**config.mk**
```make
export PLATFORM = sky130hd
export DESIGN_NAME = mem_fill_arbiter_flat
export DESIGN_NICKNAME = d
export VERILOG_FILES = /design/src/rtl/mem_fill_arbiter_pkg.sv /design/src/rtl/mem_fill_arbiter_if.sv /design/src/rtl/mem_fill_arbiter_rr_arbiter.sv /design/src/rtl/mem_fill_arbiter.sv /design/src/flat_wrapper.sv
export SDC_FILE = /design/constraint.sdc
export NUM_CORES = 1
export LEC_CHECK = 0
export BUFFER_PORTS_ARGS = -buffer_cell sky130_fd_sc_hd__clkbuf_2
export CAP_MARGIN = 10
export CORE_ASPECT_RATIO = 0.6
export CORE_UTILIZATION = 43
export CTS_BUF_LIST = sky130_fd_sc_hd__clkbuf_4 sky130_fd_sc_hd__clkbuf_8
export DETAILED_ROUTE_END_ITERATION = 10
export PLACE_DENSITY = 0.87
export RECOVER_POWER = 25
export SKIP_LAST_GASP = 1
export SYNTH_ARGS = -nofsm -noshare
export SYNTH_HDL_FRONTEND = slang
export SYNTH_SLANG_ARGS = --single-unit
```
**constraint.sdc**
```tcl
create_clock -name clk -period 3.2 [get_ports clk]
set_input_delay 0.48 -clock clk [delete_from_list [all_inputs] [get_ports clk]]
set_output_delay 0.48 -clock clk [all_outputs]
set_load 0.03 [all_outputs]
```
**src/rtl/mem_fill_arbiter_pkg.sv**
```systemverilog
// Shared types for the memory fill arbiter: FSM state encoding, arbitration modes, clog2 helper.
// Latency: n/a (declarations only).
// Backpressure: n/a.
package mem_fill_arbiter_pkg;

    typedef enum logic [1:0] {
        ST_IDLE  = 2'd0,
        ST_ISSUE = 2'd1,
        ST_DRAIN = 2'd2,
        ST_WRITE = 2'd3
    } state_t;

    localparam int ARB_FIXED = 0;
    localparam int ARB_RR    = 1;

    // Ceiling log2, never below 1 so single-entry selects still get a real bit.
    function automatic int clog2(input int n);
        int r;
        r = 1;
        for (int i = 1; i < 31; i++) begin
            if ((1 << i) < n) r = i + 1;
        end
        return r;
    endfunction

endpackage

```
**src/rtl/mem_fill_arbiter_if.sv**
```systemverilog
// Bundle of channel-request, response and main-memory signals around the fill arbiter.
// Latency: n/a (wiring only).
// Backpressure: level req held by the cache until rsp_done; memory side has none.
// Ports: master = arbiter (drives busy/rsp_*/mem_* strobes), slave = caches + memory.
interface mem_fill_arbiter_if #(
    parameter int NCH         = 2,
    parameter int AW          = 16,
    parameter int DW          = 16,
    parameter int BLOCK_WORDS = 8
) ();
    import mem_fill_arbiter_pkg::*;

    localparam int CW = clog2(NCH);
    localparam int IW = clog2(BLOCK_WORDS);

    logic [NCH-1:0]    req;
    logic [NCH-1:0]    req_wr;
    logic [NCH*AW-1:0] req_addr;
    logic [NCH*DW-1:0] req_wdata;
    logic [NCH-1:0]    busy;
    logic              rsp_valid;
    logic [CW-1:0]     rsp_ch;
    logic [IW-1:0]     rsp_idx;
    logic [DW-1:0]     rsp_data;
    logic              rsp_done;
    logic              mem_en;
    logic              mem_wr;
    logic [AW-1:0]     mem_addr;
    logic [DW-1:0]     mem_wdata;
    logic [DW-1:0]     mem_rdata;
    logic              mem_data_valid;

    modport master (
        input  req, req_wr, req_addr, req_wdata, mem_rdata, mem_data_valid,
        output busy, rsp_valid, rsp_ch, rsp_idx, rsp_data, rsp_done,
               mem_en, mem_wr, mem_addr, mem_wdata
    );

    modport slave (
        output req, req_wr, req_addr, req_wdata, mem_rdata, mem_data_valid,
        input  busy, rsp_valid, rsp_ch, rsp_idx, rsp_data, rsp_done,
               mem_en, mem_wr, mem_addr, mem_wdata
    );

endinterface

```
**src/rtl/mem_fill_arbiter_rr_arbiter.sv**
```systemverilog
// Request arbiter: fixed lowest-index priority, or round-robin starting at ptr.
// Latency: combinational, req/ptr -> one-hot grant in the same cycle.
// Backpressure: none; grant is only consumed by the owner FSM while idle.
// Ports: req (NCH) + ptr (clog2 NCH) in, grant (NCH, one-hot or zero) out.
module rr_arbiter
    import mem_fill_arbiter_pkg::*;
#(
    parameter int NCH     = 2,
    parameter int RR_MODE = ARB_FIXED
) (
    input  logic [NCH-1:0]         req,
    input  logic [clog2(NCH)-1:0]  ptr,
    output logic [NCH-1:0]         grant
);

    localparam int CW = clog2(NCH);

    logic [CW-1:0] start;
    logic [CW-1:0] idx;
    logic          found;
    int            pos;

    always_comb begin
        grant = '0;
        found = 1'b0;
        pos   = 0;
        idx   = '0;
        // Fixed mode is round-robin with the search always starting at channel 0.
        start = (RR_MODE == ARB_RR) ? ptr : '0;
        for (int i = 0; i < NCH; i++) begin
            pos = int'(start) + i;
            if (pos >= NCH) pos = pos - NCH;
            idx = CW'(pos);
            if (!found && req[idx]) begin
                grant[idx] = 1'b1;
                found      = 1'b1;
            end
        end
    end

endmodule

```
**src/rtl/mem_fill_arbiter.sv**
```systemverilog
// Arbitrates NCH cache channels onto one pipelined main memory: block refills and write-through stores.
// Latency: grant+1 to first issue; refill done BLOCK_WORDS+MEM_LAT cycles after first issue; write done in 1.
// Backpressure: losing channels wait with req held; busy[ch] stalls the owning cache; no preemption.
// Ports: clk, rst (async active-high), bus (master modport: req/rsp channel side + mem side).
module mem_fill_arbiter
    import mem_fill_arbiter_pkg::*;
#(
    parameter int NCH         = 2,
    parameter int AW          = 16,
    parameter int DW          = 16,
    parameter int BLOCK_WORDS = 8,
    parameter int MEM_LAT     = 4,
    parameter int RR_MODE     = ARB_FIXED
) (
    input  logic               clk,
    input  logic               rst,
    mem_fill_arbiter_if.master bus
);

    localparam int              CW   = clog2(NCH);
    localparam int              IW   = clog2(BLOCK_WORDS);
    localparam int              OFF  = clog2(BLOCK_WORDS * DW / 8);
    localparam logic [AW-1:0]   STEP = AW'(DW / 8);
    localparam logic [IW-1:0]   LAST = IW'(BLOCK_WORDS - 1);

    state_t         state;
    logic [NCH-1:0] busy_q;
    logic           mem_en_q;
    logic           mem_wr_q;
    logic [AW-1:0]  mem_addr_q;
    logic [DW-1:0]  mem_wdata_q;
    logic [CW-1:0]  lat_ch;
    logic [CW-1:0]  rr_ptr;
    logic [IW-1:0]  issue_cnt;
    logic [IW-1:0]  ret_cnt;

    logic [NCH-1:0] grant;
    logic [CW-1:0]  win_idx;
    logic           win_wr;
    logic [AW-1:0]  win_addr;
    logic [DW-1:0]  win_wdata;
    logic           ret_ok;
    logic           ret_last;
    logic [CW-1:0]  ptr_next;

    rr_arbiter #(
        .NCH     (NCH),
        .RR_MODE (RR_MODE)
    ) u_arb (
        .req   (bus.req),
        .ptr   (rr_ptr),
        .grant (grant)
    );

    always_comb begin
        win_idx   = '0;
        win_wr    = 1'b0;
        win_addr  = '0;
        win_wdata = '0;
        for (int i = 0; i < NCH; i++) begin
            if (grant[i]) begin
                win_idx   = CW'(i);
                win_wr    = bus.req_wr[i];
                win_addr  = bus.req_addr[i*AW +: AW];
                win_wdata = bus.req_wdata[i*DW +: DW];
            end
        end
    end

    // A genuine return cannot precede the MEM_LAT-th issue, so earlier strobes
    // during ISSUE are stray and dropped along with those in IDLE/WRITE.
    assign ret_ok   = bus.mem_data_valid &&
                      ((state == ST_DRAIN) ||
                       ((state == ST_ISSUE) && (int'(issue_cnt) >= MEM_LAT)));
    assign ret_last = ret_ok && (ret_cnt == LAST);
    assign ptr_next = (lat_ch == CW'(NCH - 1)) ? '0 : lat_ch + 1'b1;

    always_ff @(posedge clk or posedge rst) begin
        if (rst) begin
            state       <= ST_IDLE;
            busy_q      <= '0;
            mem_en_q    <= 1'b0;
            mem_wr_q    <= 1'b0;
            mem_addr_q  <= '0;
            mem_wdata_q <= '0;
            lat_ch      <= '0;
            rr_ptr      <= '0;
            issue_cnt   <= '0;
            ret_cnt     <= '0;
        end else begin
            case (state)
                ST_IDLE: begin
                    if (|grant) begin
                        lat_ch    <= win_idx;
                        busy_q    <= grant;
                        mem_en_q  <= 1'b1;
                        issue_cnt <= '0;
                        ret_cnt   <= '0;
                        if (win_wr) begin
                            state       <= ST_WRITE;
                            mem_wr_q    <= 1'b1;
                            mem_addr_q  <= win_addr;
                            mem_wdata_q <= win_wdata;
                        end else begin
                            state      <= ST_ISSUE;
                            mem_wr_q   <= 1'b0;
                            mem_addr_q <= {win_addr[AW-1:OFF], {OFF{1'b0}}};
                        end
                    end
                end
                ST_ISSUE: begin
                    if (ret_ok) ret_cnt <= ret_cnt + 1'b1;
                    if (issue_cnt == LAST) begin
                        state      <= ST_DRAIN;
                        mem_en_q   <= 1'b0;
                        mem_addr_q <= '0;
                    end else begin
                        issue_cnt  <= issue_cnt + 1'b1;
                        mem_addr_q <= mem_addr_q + STEP;
                    end
                end
                ST_DRAIN: begin
                    if (ret_last) begin
                        state  <= ST_IDLE;
                        busy_q <= '0;
                        rr_ptr <= ptr_next;
                    end else if (ret_ok) begin
                        ret_cnt <= ret_cnt + 1'b1;
                    end
                end
                ST_WRITE: begin
                    state       <= ST_IDLE;
                    busy_q      <= '0;
                    mem_en_q    <= 1'b0;
                    mem_wr_q    <= 1'b0;
                    mem_addr_q  <= '0;
                    mem_wdata_q <= '0;
                    rr_ptr      <= ptr_next;
                end
                default: state <= ST_IDLE;
            endcase
        end
    end

    assign bus.busy      = busy_q;
    assign bus.mem_en    = mem_en_q;
    assign bus.mem_wr    = mem_wr_q;
    assign bus.mem_addr  = mem_addr_q;
    assign bus.mem_wdata = mem_wdata_q;

    // Return path is combinational so the cache sees each word in its return cycle.
    assign bus.rsp_valid = ret_ok;
    assign bus.rsp_done  = ret_last || (state == ST_WRITE);
    assign bus.rsp_idx   = ret_ok ? ret_cnt : '0;
    assign bus.rsp_data  = ret_ok ? bus.mem_rdata : '0;
    assign bus.rsp_ch    = (ret_ok || bus.rsp_done) ? lat_ch : '0;

endmodule

```
**src/flat_wrapper.sv**
```systemverilog
// flat-port wrapper written by rule: the top's interface ports become plain ports
module mem_fill_arbiter_flat import mem_fill_arbiter_pkg::*;
#(
    parameter int NCH         = 2,
    parameter int AW          = 16,
    parameter int DW          = 16,
    parameter int BLOCK_WORDS = 8,
    parameter int MEM_LAT     = 4,
    parameter int RR_MODE     = ARB_FIXED
)
  (clk, rst, bus_req, bus_req_wr, bus_req_addr, bus_req_wdata, bus_mem_rdata, bus_mem_data_valid, bus_busy, bus_rsp_valid, bus_rsp_ch, bus_rsp_idx, bus_rsp_data, bus_rsp_done, bus_mem_en, bus_mem_wr, bus_mem_addr, bus_mem_wdata);
  mem_fill_arbiter_if #(.NCH(NCH), .AW(AW), .DW(DW), .BLOCK_WORDS(BLOCK_WORDS)) bus_i ();
  input  logic clk;
  input  logic rst;
  input wire logic [$bits(bus_i.req)-1:0] bus_req;
  input wire logic [$bits(bus_i.req_wr)-1:0] bus_req_wr;
  input wire logic [$bits(bus_i.req_addr)-1:0] bus_req_addr;
  input wire logic [$bits(bus_i.req_wdata)-1:0] bus_req_wdata;
  input wire logic [$bits(bus_i.mem_rdata)-1:0] bus_mem_rdata;
  input wire logic [$bits(bus_i.mem_data_valid)-1:0] bus_mem_data_valid;
  output wire logic [$bits(bus_i.busy)-1:0] bus_busy;
  output wire logic [$bits(bus_i.rsp_valid)-1:0] bus_rsp_valid;
  output wire logic [$bits(bus_i.rsp_ch)-1:0] bus_rsp_ch;
  output wire logic [$bits(bus_i.rsp_idx)-1:0] bus_rsp_idx;
  output wire logic [$bits(bus_i.rsp_data)-1:0] bus_rsp_data;
  output wire logic [$bits(bus_i.rsp_done)-1:0] bus_rsp_done;
  output wire logic [$bits(bus_i.mem_en)-1:0] bus_mem_en;
  output wire logic [$bits(bus_i.mem_wr)-1:0] bus_mem_wr;
  output wire logic [$bits(bus_i.mem_addr)-1:0] bus_mem_addr;
  output wire logic [$bits(bus_i.mem_wdata)-1:0] bus_mem_wdata;
  assign bus_i.req = bus_req;
  assign bus_i.req_wr = bus_req_wr;
  assign bus_i.req_addr = bus_req_addr;
  assign bus_i.req_wdata = bus_req_wdata;
  assign bus_i.mem_rdata = bus_mem_rdata;
  assign bus_i.mem_data_valid = bus_mem_data_valid;
  assign bus_busy = bus_i.busy;
  assign bus_rsp_valid = bus_i.rsp_valid;
  assign bus_rsp_ch = bus_i.rsp_ch;
  assign bus_rsp_idx = bus_i.rsp_idx;
  assign bus_rsp_data = bus_i.rsp_data;
  assign bus_rsp_done = bus_i.rsp_done;
  assign bus_mem_en = bus_i.mem_en;
  assign bus_mem_wr = bus_i.mem_wr;
  assign bus_mem_addr = bus_i.mem_addr;
  assign bus_mem_wdata = bus_i.mem_wdata;
  mem_fill_arbiter #(.NCH(NCH), .AW(AW), .DW(DW), .BLOCK_WORDS(BLOCK_WORDS), .MEM_LAT(MEM_LAT), .RR_MODE(RR_MODE)) u_core (.clk(clk), .rst(rst), .bus(bus_i));
endmodule
```
==> out/results.ini <==
[timing]
fin_crit_ns = 2.58
skew_ns = 0.00721
hold_viol = 0
final_max_slew_viol_count = 46
finalSetupTns_ns = 0
post-route-period-util_pct = 80.7
rsz0062_at_grt = no
setup_viol = 0
tightest_slew_ns = 1.67
slew_headroom_pct = -11.7
fmax_ghz = 0.387

[cts]
cts_tree = done
postCtsHoldBufs = 0
cts_setup_buffers = 0
cts_buffers = 5
cts_sinks = 45
clock_latency_ns = 0.29
cts_resized = 0
cts.htree.levels = 2
clkTransAtPathRegs_ns = 0.09
cts_root_buf = clkbuf_8
cts_buffer_depth = 2

[finish]
final_net_count = 579
antenna_cells = 0
fin_cells = 566
final_common_cell = clkbuf_2
design_area_um2 = 3710
layout_common_cells = clkbuf_2 (144), nand2_1 (64), dfrtp_1 (45)
area_growth_pct = 29.5
drive_gt1_share_pct = 34.0

[routing]
drc = 0
wl_per_cell_um = 14.8
finalWirelength_um = 8390
drt_iter0_drc = 194
viasPerCell = 5.51
detail-route-antenna-nets = 0
dr.pass1.iters = 5
vias = 3117

[floorplanning]
die_x_um = 107
core_region_area_um2 = 6280
row_count = 22
io_pins = 145
initial_core_util_pct = 45.7
die_h_um = 65.3
die_area_um2 = 7010

[logic_synthesis]
synthTopCellsByArea = dfrtp_1 (39%), nand2_1 (8.4%), o21ai_0 (7.2%), ha_1 (4.8%), a21oi_1 (4.5%)
avgSynthCellArea_um2 = 8.19
synth_top_area_share_pct = 39.3
yosysTopAreaCell = dfrtp_1
syn_area_um2 = 2870
synthFlopType = dfrtp_1
synth_edf_count = 0
ys_warn_count = 0
ys_seq_area_share_pct = 39.3
syn_nets = 448
synth_seq_cells = 45
ys_types = 51
synthCells = 350
ys_async_sr_fraction_pct = 100

[global_routing]
grt_overflow = 0
grt_pass1_wl_um = 13100
antenna_found_initial = 0
grt_max_degree = 46
gr-usage-all-layers_pct = 24.0
grt_pass1_vias = 2681

[place]
placed_cells = 558
dpl.hpwl_um = 6400
io_buffer_count = 144
place.gp.congestion = 0.931
post_dp_cell_area_um2 = 3590

[power]
p_per_area_nw_per_um2 = 882
p_leak_uw = 0.00194
finalPower_uw = 3270
irDropWorstVdd_uv = 426

[worst_setup_path]
startpoint_type = register
crit_type = reg2out
endpoint_kind = output pin
arrival_ns = 2.10
crit_required_ns = 2.72
crit_fanout = 25

[status]
violations = capacitance limit, slew limit
status = finished with violations

[min_path]
hp-class = in2reg

[flow_run]
max_cap_violations = 1

==> per-stage QoR <==
| stage | utilization (%) | setup slack (ns) | hold WS (ns) |
|---|---|---|---|
| 3_5_place_dp | 57.2 | 0.861 | 0.474 |
| 3_3_place_gp | 57.2 | 0.969 | 0.466 |
| 6_report | 59.2 | 0.619 | 0.471 |
| 5_1_grt | 59.2 | 0.472 | 0.479 |
| 4_1_cts | 59.2 | 0.616 | 0.413 |
| 2_1_floorplan | - | 0.789 | 0.481 |
==> routing by layer <==
layer | up-vias | track usage, % | routed length [µm]
li1 | 1501 | - | -
met1 | 1453 | 33.2 | 3810
met2 | 156 | 37.3 | 3690
met3 | 7 | 7.94 | 840
met4 | 0 | 3.25 | 54
met5 | - | 0 | 0
==> synthesized netlist by cell type, types with 2 or more instances <==
| cell type | number |
|---|---|
| inv_1 | 7 |
| clkbuf_1 | 11 |
| dfrtp_1 | 45 |
| nand3b_1 | 4 |
| nand2_1 | 64 |
| buf_1 | 3 |
| a21bo_2 | 2 |
| mux2_2 | 2 |
| nor2_1 | 31 |
| o311ai_1 | 2 |
| a22oi_1 | 8 |
| and4_1 | 3 |
| a41oi_1 | 2 |
| nor2b_1 | 2 |
| a21o_1 | 2 |
| o211ai_1 | 2 |
| o221ai_1 | 2 |
| buf_4 | 2 |
| and3_1 | 4 |
| o311ai_0 | 3 |
| o32a_1 | 2 |
| buf_2 | 3 |
| nor3_1 | 7 |
| nand3_1 | 6 |
| and2_1 | 19 |
| a22o_1 | 8 |
| ha_1 | 11 |
| buf_6 | 3 |
| nand4_1 | 3 |
| o21ai_0 | 41 |
| a21oi_1 | 26 |
==> cell families after synthesis <==
group                      Yosys count  share of synthesized area, %
DFF                                 45                          39.3
and+or+nand+nor                    154                          26.1
AOI/OAI and AO/OA                  109                          24.0
adders and majority gates           11                          4.80
buffers and inverters               29                          4.97
muxes                                2                         0.785
==> power breakdown <==
group / total (µW) / internal (µW) / leakage [µW] / switching [µW]
clock network: 450 / 263 / 0.0000619 / 187
logic: 1810 / 576 / 0.00129 / 1230
registers: 1020 / 804 / 0.000590 / 214
==> critical path: stages, from the launching register on <==
cell and delay, ns:
dfrtp_1 0.42, inv_1 0.14, ha_1 0.38, a21oi_1 0.12
nor2b_1 0.13, buf_4 0.23, and2_1 0.17, clkbuf_2 0.21
==> path summary, 6_finish.rpt <==
kind	from	end	slack (ns)	cells after the start
max	u_core.state[1]	bus_rsp_data[7]	0.62	7
min	bus_req_wdata[6]	u_core.bus.mem_wdata[6]	0.47	3
max reg2reg	u_core.state[0]	u_core.bus.mem_addr[15]	0.99	6
min reg2reg	u_core.bus.mem_addr[0]	u_core.bus.mem_addr[0]	0.48	2
max in group asynchronous	rst	u_core.bus.mem_wdata[5]	1.54	2
min in group asynchronous	rst	u_core.bus.mem_addr[12]	0.68	2
==> flip-flops by register name, summed over array words and instances, names as in the netlist <==
register / cells
u_core.bus.mem_addr: 16
u_core.bus.mem_wdata: 16
u_core.issue_cnt: 3
u_core.ret_cnt: 3
u_core.bus.busy: 2
u_core.state: 2
u_core.bus.mem_en: 1
u_core.bus.mem_wr: 1
u_core.lat_ch: 1
==> area by class of cell <==
type | count | area, µm²
inverters | 7 | 26.3
clock buffers | 7 | 90.1
flip-flops and latches | 45 | 1130
fillers | 556 | 2560
multi-input cells | 276 | 1600
well taps | 84 | 105
repair buffers | 146 | 736
clock inverters | 1 | 30.0
Power figures use the tool's default switching activity.
